File: config.mk
export PLATFORM = sky130hd
export DESIGN_NAME = spi_master_tx_shifter
export DESIGN_NICKNAME = d
export VERILOG_FILES = /design/src/rtl/spi_master_tx_shifter.sv
export SDC_FILE = /design/constraint.sdc
export NUM_CORES = 1
export LEC_CHECK = 0
export ABC_CLOCK_PERIOD_IN_PS = 3400
export CAP_MARGIN = 20
export CORE_ASPECT_RATIO = 0.7
export CORE_MARGIN = 2
export CORE_UTILIZATION = 40
export CTS_BUF_LIST = sky130_fd_sc_hd__clkbuf_8
export CTS_CLUSTER_SIZE = 20
export DETAILED_ROUTE_END_ITERATION = 8
export PLACE_DENSITY = 0.7
export SLEW_MARGIN = 20
export SYNTH_ARGS = -nofsm -noshare
export SYNTH_HDL_FRONTEND = slang
export SYNTH_SLANG_ARGS = --single-unit
File: constraint.sdc
create_clock -name clk_i -period 3.4 [get_ports clk_i]
set_input_delay 0.68 -clock clk_i [delete_from_list [all_inputs] [get_ports clk_i]]
set_output_delay 0.68 -clock clk_i [all_outputs]
set_load 0.005 [all_outputs]
File: src/rtl/spi_master_tx_shifter.sv
// spi_master_tx_shifter: FIFO-fed SPI TX serialiser, MSB-first; quad lanes available when SPI_TX_QUAD_EN is defined.
module spi_master_tx_shifter #(
  parameter int DATA_WIDTH = 32,
  parameter int CNT_WIDTH  = 16
) (
  input  logic                  clk_i,
  input  logic                  rst_ni,
  input  logic                  clr_i,
  input  logic                  start_i,
  input  logic [CNT_WIDTH-1:0]  bits_i,
  input  logic                  quad_i,
  input  logic [7:0]            clk_div_i,
  input  logic                  cpol_i,
  input  logic [DATA_WIDTH-1:0] data_i,
  input  logic                  valid_i,
  output logic                  ready_o,
  output logic                  sclk_o,
  output logic [3:0]            sdo_o,
  output logic                  oe_o,
  output logic                  busy_o,
  output logic                  done_o
);
  localparam int WLW = $clog2(DATA_WIDTH) + 1;
  typedef enum logic [1:0] {IDLE, WAIT_DATA, SHIFT, DONE} state_e;
  state_e                state_q, state_d;
  logic [CNT_WIDTH-1:0]  rem_q, rem_d, rem_nx, step;
  logic [WLW-1:0]        wl_q, wl_d, wl_nx, wl_init;
  logic [DATA_WIDTH-1:0] sh_q, sh_d;
  logic [7:0]            div_q, div_d, cnt_q, cnt_d;
  logic                  phase_q, phase_d, tc;
`ifdef SPI_TX_QUAD_EN
  logic quad_q, quad_d;
  assign quad_d  = (state_q == IDLE && start_i && bits_i != '0) ? quad_i : quad_q;
  assign step    = quad_q ? CNT_WIDTH'(4) : CNT_WIDTH'(1);
  assign wl_init = quad_q ? WLW'(DATA_WIDTH / 4) : WLW'(DATA_WIDTH);
  assign sdo_o   = (state_q == IDLE) ? 4'h0 :
                   quad_q ? sh_q[DATA_WIDTH-1 -: 4] : {3'b000, sh_q[DATA_WIDTH-1]};
  always_ff @(posedge clk_i or negedge rst_ni) begin
    if (!rst_ni) quad_q <= 1'b0;
    else         quad_q <= quad_d;
  end
`else
  logic unused_quad;
  assign unused_quad = quad_i;
  assign step        = CNT_WIDTH'(1);
  assign wl_init     = WLW'(DATA_WIDTH);
  assign sdo_o       = {3'b000, state_q != IDLE && sh_q[DATA_WIDTH-1]};
`endif
  assign tc     = cnt_q == div_q;
  assign rem_nx = (rem_q <= step) ? '0 : rem_q - step;
  assign wl_nx  = wl_q - 1'b1;
  // The shift is skipped on a word's final edge so sdo_o keeps the last bit while refilling.
  always_comb begin
    state_d = state_q;
    rem_d   = rem_q;
    wl_d    = wl_q;
    sh_d    = sh_q;
    div_d   = div_q;
    cnt_d   = cnt_q;
    phase_d = phase_q;
    if (clr_i) begin
      state_d = IDLE;
      rem_d   = '0;
      wl_d    = '0;
      cnt_d   = '0;
      phase_d = 1'b0;
    end else begin
      case (state_q)
        IDLE: if (start_i && bits_i != '0) begin
          state_d = WAIT_DATA;
          rem_d   = bits_i;
          div_d   = clk_div_i;
          sh_d    = '0;
        end
        WAIT_DATA: if (valid_i) begin
          state_d = SHIFT;
          sh_d    = data_i;
          wl_d    = wl_init;
          cnt_d   = '0;
          phase_d = 1'b0;
        end
        SHIFT: begin
          cnt_d   = tc ? 8'd0 : cnt_q + 8'd1;
          phase_d = phase_q ^ tc;
          if (tc && phase_q) begin
            rem_d   = rem_nx;
            wl_d    = wl_nx;
            state_d = (rem_nx == '0) ? DONE : (wl_nx == '0) ? WAIT_DATA : SHIFT;
            sh_d    = (rem_nx != '0 && wl_nx != '0) ? sh_q << step : sh_q;
          end
        end
        default: state_d = IDLE;
      endcase
    end
  end
  always_ff @(posedge clk_i or negedge rst_ni) begin
    if (!rst_ni) begin
      state_q <= IDLE;
      rem_q   <= '0;
      wl_q    <= '0;
      sh_q    <= '0;
      div_q   <= '0;
      cnt_q   <= '0;
      phase_q <= 1'b0;
    end else begin
      state_q <= state_d;
      rem_q   <= rem_d;
      wl_q    <= wl_d;
      sh_q    <= sh_d;
      div_q   <= div_d;
      cnt_q   <= cnt_d;
      phase_q <= phase_d;
    end
  end
  assign ready_o = state_q == WAIT_DATA && !clr_i;
  assign sclk_o  = cpol_i ^ phase_q;
  assign oe_o    = state_q == WAIT_DATA || state_q == SHIFT;
  assign busy_o  = state_q != IDLE;
  assign done_o  = state_q == DONE && !clr_i;
endmodule

== After elaboration in Yosys (flattened, before gate mapping) ==
Cells that the tools add are included.
Word-level totals
  register bits: 73
  input port bits: 63
  latch bits: 0
  word-level logic and storage cells: 77
  bits in read-only memories: 0
  output and inout port bits: 9
  memories: 0
  RAM bits: 0
Cells by class
  multiplexer cells: 28
  shifts and indexed selects: 0
  bitwise operators: 3
  reduce and logical (&&, ||, !) cells: 24
  eq/ne operators: 11
  div/mod/pow operators: 0
  magnitude comparators: 1
  multipliers: 0
  add/subtract/negate cells: 3
Operator list (number)
  2-to-1 mux 32 bit: 4
  one-hot mux 32 bit (3 select lines): 1
  2-to-1 mux 16 bit: 4
  one-hot mux 16 bit (2 select lines): 1
  nonzero test 16 bit: 2
  2-to-1 mux 8 bit: 3
  2-to-1 mux 6 bit: 3
  less-or-equal comparator 16 x 1 -> 1 bit, second input constant: 1
  zero test 16 bit: 1
  one-hot mux 8 bit (2 select lines): 1
  subtractor 16 x 1 -> 16 bit, second input constant: 1
  2-to-1 mux 2 bit: 6
  one-hot mux 6 bit (2 select lines): 1
  AND reduction 3 bit: 4
  inequality test 3 bit, second input constant: 3
  nonzero test 3 bit: 3
  adder 8 x 1 -> 8 bit, second input constant: 1
  equality test 8 bit: 1
  inequality test 2 bit, second input constant: 4
  logical AND 1 bit: 6
  zero test 6 bit: 1
  one-hot mux 2 bit (3 select lines): 1
  AND reduction 6 bit: 1
  nonzero test 6 bit: 1
  other kinds (12): 15

== Depth between registers and ports, before layout ==
Gate-level depths: netlist of the first run.
  depth in word-level cells: 7
  depth in mapped cells: 11
  gate-level depth less buffers: 9

== Worst setup path before layout of the first run ==
OpenSTA, ideal clock, no wires.
  path type: input to register
  start: input port bits_i[11]
  end: register sh_q[10]
  setup slack: 0.697 ns
  stages: 7
  setup time: 0.126 ns
  arrival time: 2.577 ns
  path buffers: 2
  data required time: 3.274 ns
  cells stage by stage: or4_1 -> o41ai_4 -> a21oi_1 -> and3_1 -> buf_2 -> buf_6 -> a221o_1
On the way
  longest elaborated chain between the ends: 4
Ends and longest elaborated chain
  start: declaration: line 10  | input logic [CNT_WIDTH-1:0] bits_i,
  nonzero test 16 bit: line 69  | IDLE: if (start_i && bits_i != '0) begin
  logical AND 1 bit: line 69
  inequality test 2 bit (no source line)
  AND reduction 6 bit (no source line)
  end signal: assignment: line 101  | sh_q <= '0;
  end signal: assignment: line 109  | sh_q <= sh_d;
  end: declaration: line 28  | logic [DATA_WIDTH-1:0] sh_q, sh_d;
Every way passes these cells.
A chain may end at the register's enable or synchronous reset.

== Worst setup path after layout of the first run ==
  start: register cnt_q[0]
  end: register sh_q[25]
On the way
  longest elaborated chain between the ends: 4
Ends and longest elaborated chain
  start: declaration: line 29  | logic [7:0] div_q, div_d, cnt_q, cnt_d;
  start signal: assignment: line 111  | cnt_q <= cnt_d;
  equality test 8 bit: line 49  | assign tc = cnt_q == div_q;
  logical AND 1 bit: line 85  | if (tc && phase_q) begin
  inequality test 2 bit (no source line)
  AND reduction 6 bit (no source line)
Every way passes these cells.

==> out/results.ini, run 1 <==
[run_status]
status = finished clean

[sta]
finalCritPeriodShare_pct = 86.59
final.setup.worst_slack_ns = 0.4558
hold_slack_ns = 0.4337
slew_violations = 0
worstMarginPinSlew_ns = 0.8992
post-route-min-period_ns = 2.944
slew_headroom_pct = 40.05
timing.setup.tns_ns = 0
setup_violations = 0
timing.fmax_mhz = 339.7
hold_viol_final = 0
fin_skew_ns = 0.009490
rsz0062_at_grt = false

[job]
cap_violations = 0

[route]
wire_per_inst_microns = 16.80
wirelength_microns = 11830
vias = 4104
firstDrtPassIters = 5
drcViolationCount = 0
final_antenna_net_count = 0
routed_via_density = 5.830
drt-initial-drc-count = 402

[global_routing]
grt_usage_pct = 19.92
antenna_found_initial = 0
grt_overflow = 0
grt_max_degree = 38
grt_pass1_vias = 3949
grt_pass1_wl_microns = 19810

[place]
gp_congestion = 0.8979
place_worst_setup_slack_ns = 0.1323
io_buffers = 67
dp_hpwl_microns = 8272

[logic_synthesis]
synth_area_leader_cell = dfrtp_1
synth.distinct_cells = 58
synth-simple-area-share_pct = 15.44
synth_area_leaders = dfrtp_1, a221o_1, a21oi_1, a22oi_1, o21ai_0
synth-seq-cells = 73
async_flop_share_pct = 100.0
synth_area_per_cell_sq_um = 9.419
synth-edff-count = 0
synthAdderAreaFrac_pct = 3.038
synth_ff_type = dfrtp_1
ys_seq_area_share_pct = 40.32
ys_warn_count = 0
synth_top_area_share_pct = 40.32
netlist_instances = 481
synth_compound_area_share_pct = 29.11
yosys-mux-area-fraction_pct = 3.093
synth_top_family_by_area = compound AO/OA/AOI/OAI gates
synth_xor_xnor_area_share_pct = 3.480
synthesis.area_sq_um = 4531

[worst_setup_path]
required_ns = 3.64
worstPathMaxFanout = 32
crit_path_start = cnt_q[0]
crit_arrival_ns = 3.19
start_kind = flop
reg2reg_to = sh_q[25]
r2r_start = cnt_q[0]
reg2reg_setup_slack_ns = 0.46
cp-end-kind = flop
worstSetupPathType = reg2reg
r2r_cells = 10

[clock_tree]
root_buffer = clkbuf_8
post_cts_resized = 0
cts_sinks = 73
clockBufferDepth = 2
clk_pin_slew_ns = 0.08
cts_tree = done
cts_buffers = 9
hold_buffers = 0
insertion_delay_ns = 0.36
htree_num_levels = 3
post_cts_buffers = 0

[floorplan]
rows = 32
initial_core_util_pct = 41.15
die_w_microns = 131.2
die_h_microns = 93.04
coreArea_sq_um = 11010
io_pins = 72
die_area_sq_um = 12210

[finish]
area_growth_pct = 22.78
drive_gt1_share_pct = 10.71
register_area_sq_um = 1827
diodes = 0
fillers = 1027
fin_util_pct = 50.52
multi_input_area_sq_um = 2465
finalNetCount = 620

[power_and_ir_drop]
p_leak_nw = 2.273
power_density_nw_per_um2 = 763.8
irDropWorstVdd_v = 0.0004515

[hold_path]
hold_class = in2async

## layout make-up
cell class / count / share of cell area, %
clock buffers: 11 / 2.722
clock inverters: 5 / 0.5398
inverters: 12 / 0.8097
multi-input cells: 363 / 44.31
flip-flops and latches: 73 / 32.84
well taps: 153 / 3.441
repair buffers: 87 / 15.34
## state kept, by name, indices dropped and copies added, names as in the netlist
| register | count |
|---|---|
| sh_q | 32 |
| rem_q | 16 |
| cnt_q | 8 |
| div_q | 8 |
| wl_q | 6 |
| state_q | 2 |
| phase_q | 1 |
## stage by stage
stage	instances	instance area [sq um]	power (mW)
2_1_floorplan	483	4538	2.957
3_3_place_gp	688	5381	3.530
3_5_place_dp	688	5381	3.582
4_1_cts	704	5563	4.250
5_1_grt	704	5563	4.564
6_report	704	5563	4.249
## worst max-delay path, stage by stage (launching register included)
cell and delay, ns:
dfrtp_1 0.44, xnor2_1 0.17, nand2_1 0.11, nor4_1 0.30, ha_1 0.31, nor2_1 0.10, a211oi_1 0.38, o2111ai_2 0.25
and3_1 0.26, buf_12 0.17, a221o_1 0.31
## cell usage after synthesis, types with 6 or more instances
cell	n
nand3_1	8
clkbuf_1	16
buf_2	8
nor3_1	13
nor2_1	42
and3_1	6
a21oi_1	49
nand2_1	23
a22oi_1	32
a211oi_1	10
o21ai_0	37
dfrtp_1	73
buf_6	6
xnor2_1	12
inv_1	12
nand2b_1	8
ha_1	11
xor2_1	6
a221o_1	30
mux2_2	8
## placed cells by master, fill, tap and decap left out, drive strengths merged, types with 5 or more instances in the layout
master / n
a221o: 30
dfrtp: 73
nand2b: 9
nand4: 5
a211oi: 10
nor4: 5
nor3: 13
xor2: 6
or4: 5
nor2b: 5
nand3: 8
xnor2: 12
a22oi: 32
o21ai: 37
inv: 14
ha: 11
clkbuf: 11
nor2: 42
buf: 21
clkdlybuf4s50: 66
mux2i: 5
a21oi: 49
mux2: 8
and3: 6
nand2: 23
## where the power goes
part	internal (mW)	switching [mW]
clock network	0.302	0.343
logic	0.948	1.22
registers	1.14	0.300
total	2.39	1.86
## cell families (layout without fill, tap and decap cells)
logic type	after synthesis	after routing
AOI/OAI and AO/OA	185	185
xor gates and xnor gates	18	18
adders and majority gates	11	11
buffers and inverters	47	115
DFF	73	73
muxes	13	13
other	1	3
and+or+nand+nor	133	133
## worst max-delay path by stage
stage	slack (ns)	endpoint
global route	0.18	sh_q[31]
global placement	0.14	sh_q[0]
floorplan	0.70	sh_q[10]
finish	0.46	sh_q[25]
detailed placement	0.13	sh_q[0]
CTS	0.45	sh_q[25]
## routing by layer
| layer | wire (microns) | share of wire, % | GRT usage (%) |
|---|---|---|---|
| met5 | 0 | 0 | 0 |
| met3 | 795 | 6.7 | 6.016 |
| met2 | 5212 | 44 | 29.61 |
| met1 | 5726 | 48 | 28.21 |
| met4 | 93 | 0.79 | 5.616 |
No activity file was read; power rests on OpenSTA's default activity.
==> run 2: changes to the inputs <==
==> constraint.sdc (replaced) <==
create_clock -name clk_i -period 3.4 [get_ports clk_i]
set_input_delay 0.68 -clock clk_i [delete_from_list [all_inputs] [get_ports clk_i]]
set_output_delay 0.68 -clock clk_i [all_outputs]
set_load 0.02 [all_outputs]
==> results of run 2 <==
Same layout as run 1 (identical final DEF). Status: finished clean.
Among the figures that moved: total power 4.249 mW -> 4.282 mW; worst IR drop on VDD 0.0004515 V -> 0.0004517 V
==> run 3: changes to the inputs <==
--- a/config.mk
+++ b/config.mk
@@ -14,6 +14,7 @@
 export CTS_CLUSTER_SIZE = 20
 export DETAILED_ROUTE_END_ITERATION = 8
 export PLACE_DENSITY = 0.7
+export SKIP_LAST_GASP = 1
 export SLEW_MARGIN = 20
 export SYNTH_ARGS = -nofsm -noshare
 export SYNTH_HDL_FRONTEND = slang
==> results of run 3 <==
Same layout as run 1 (identical final DEF). Status: finished clean.
Among the figures that moved: total power 4.249 mW -> 4.282 mW; worst IR drop on VDD 0.0004515 V -> 0.0004517 V
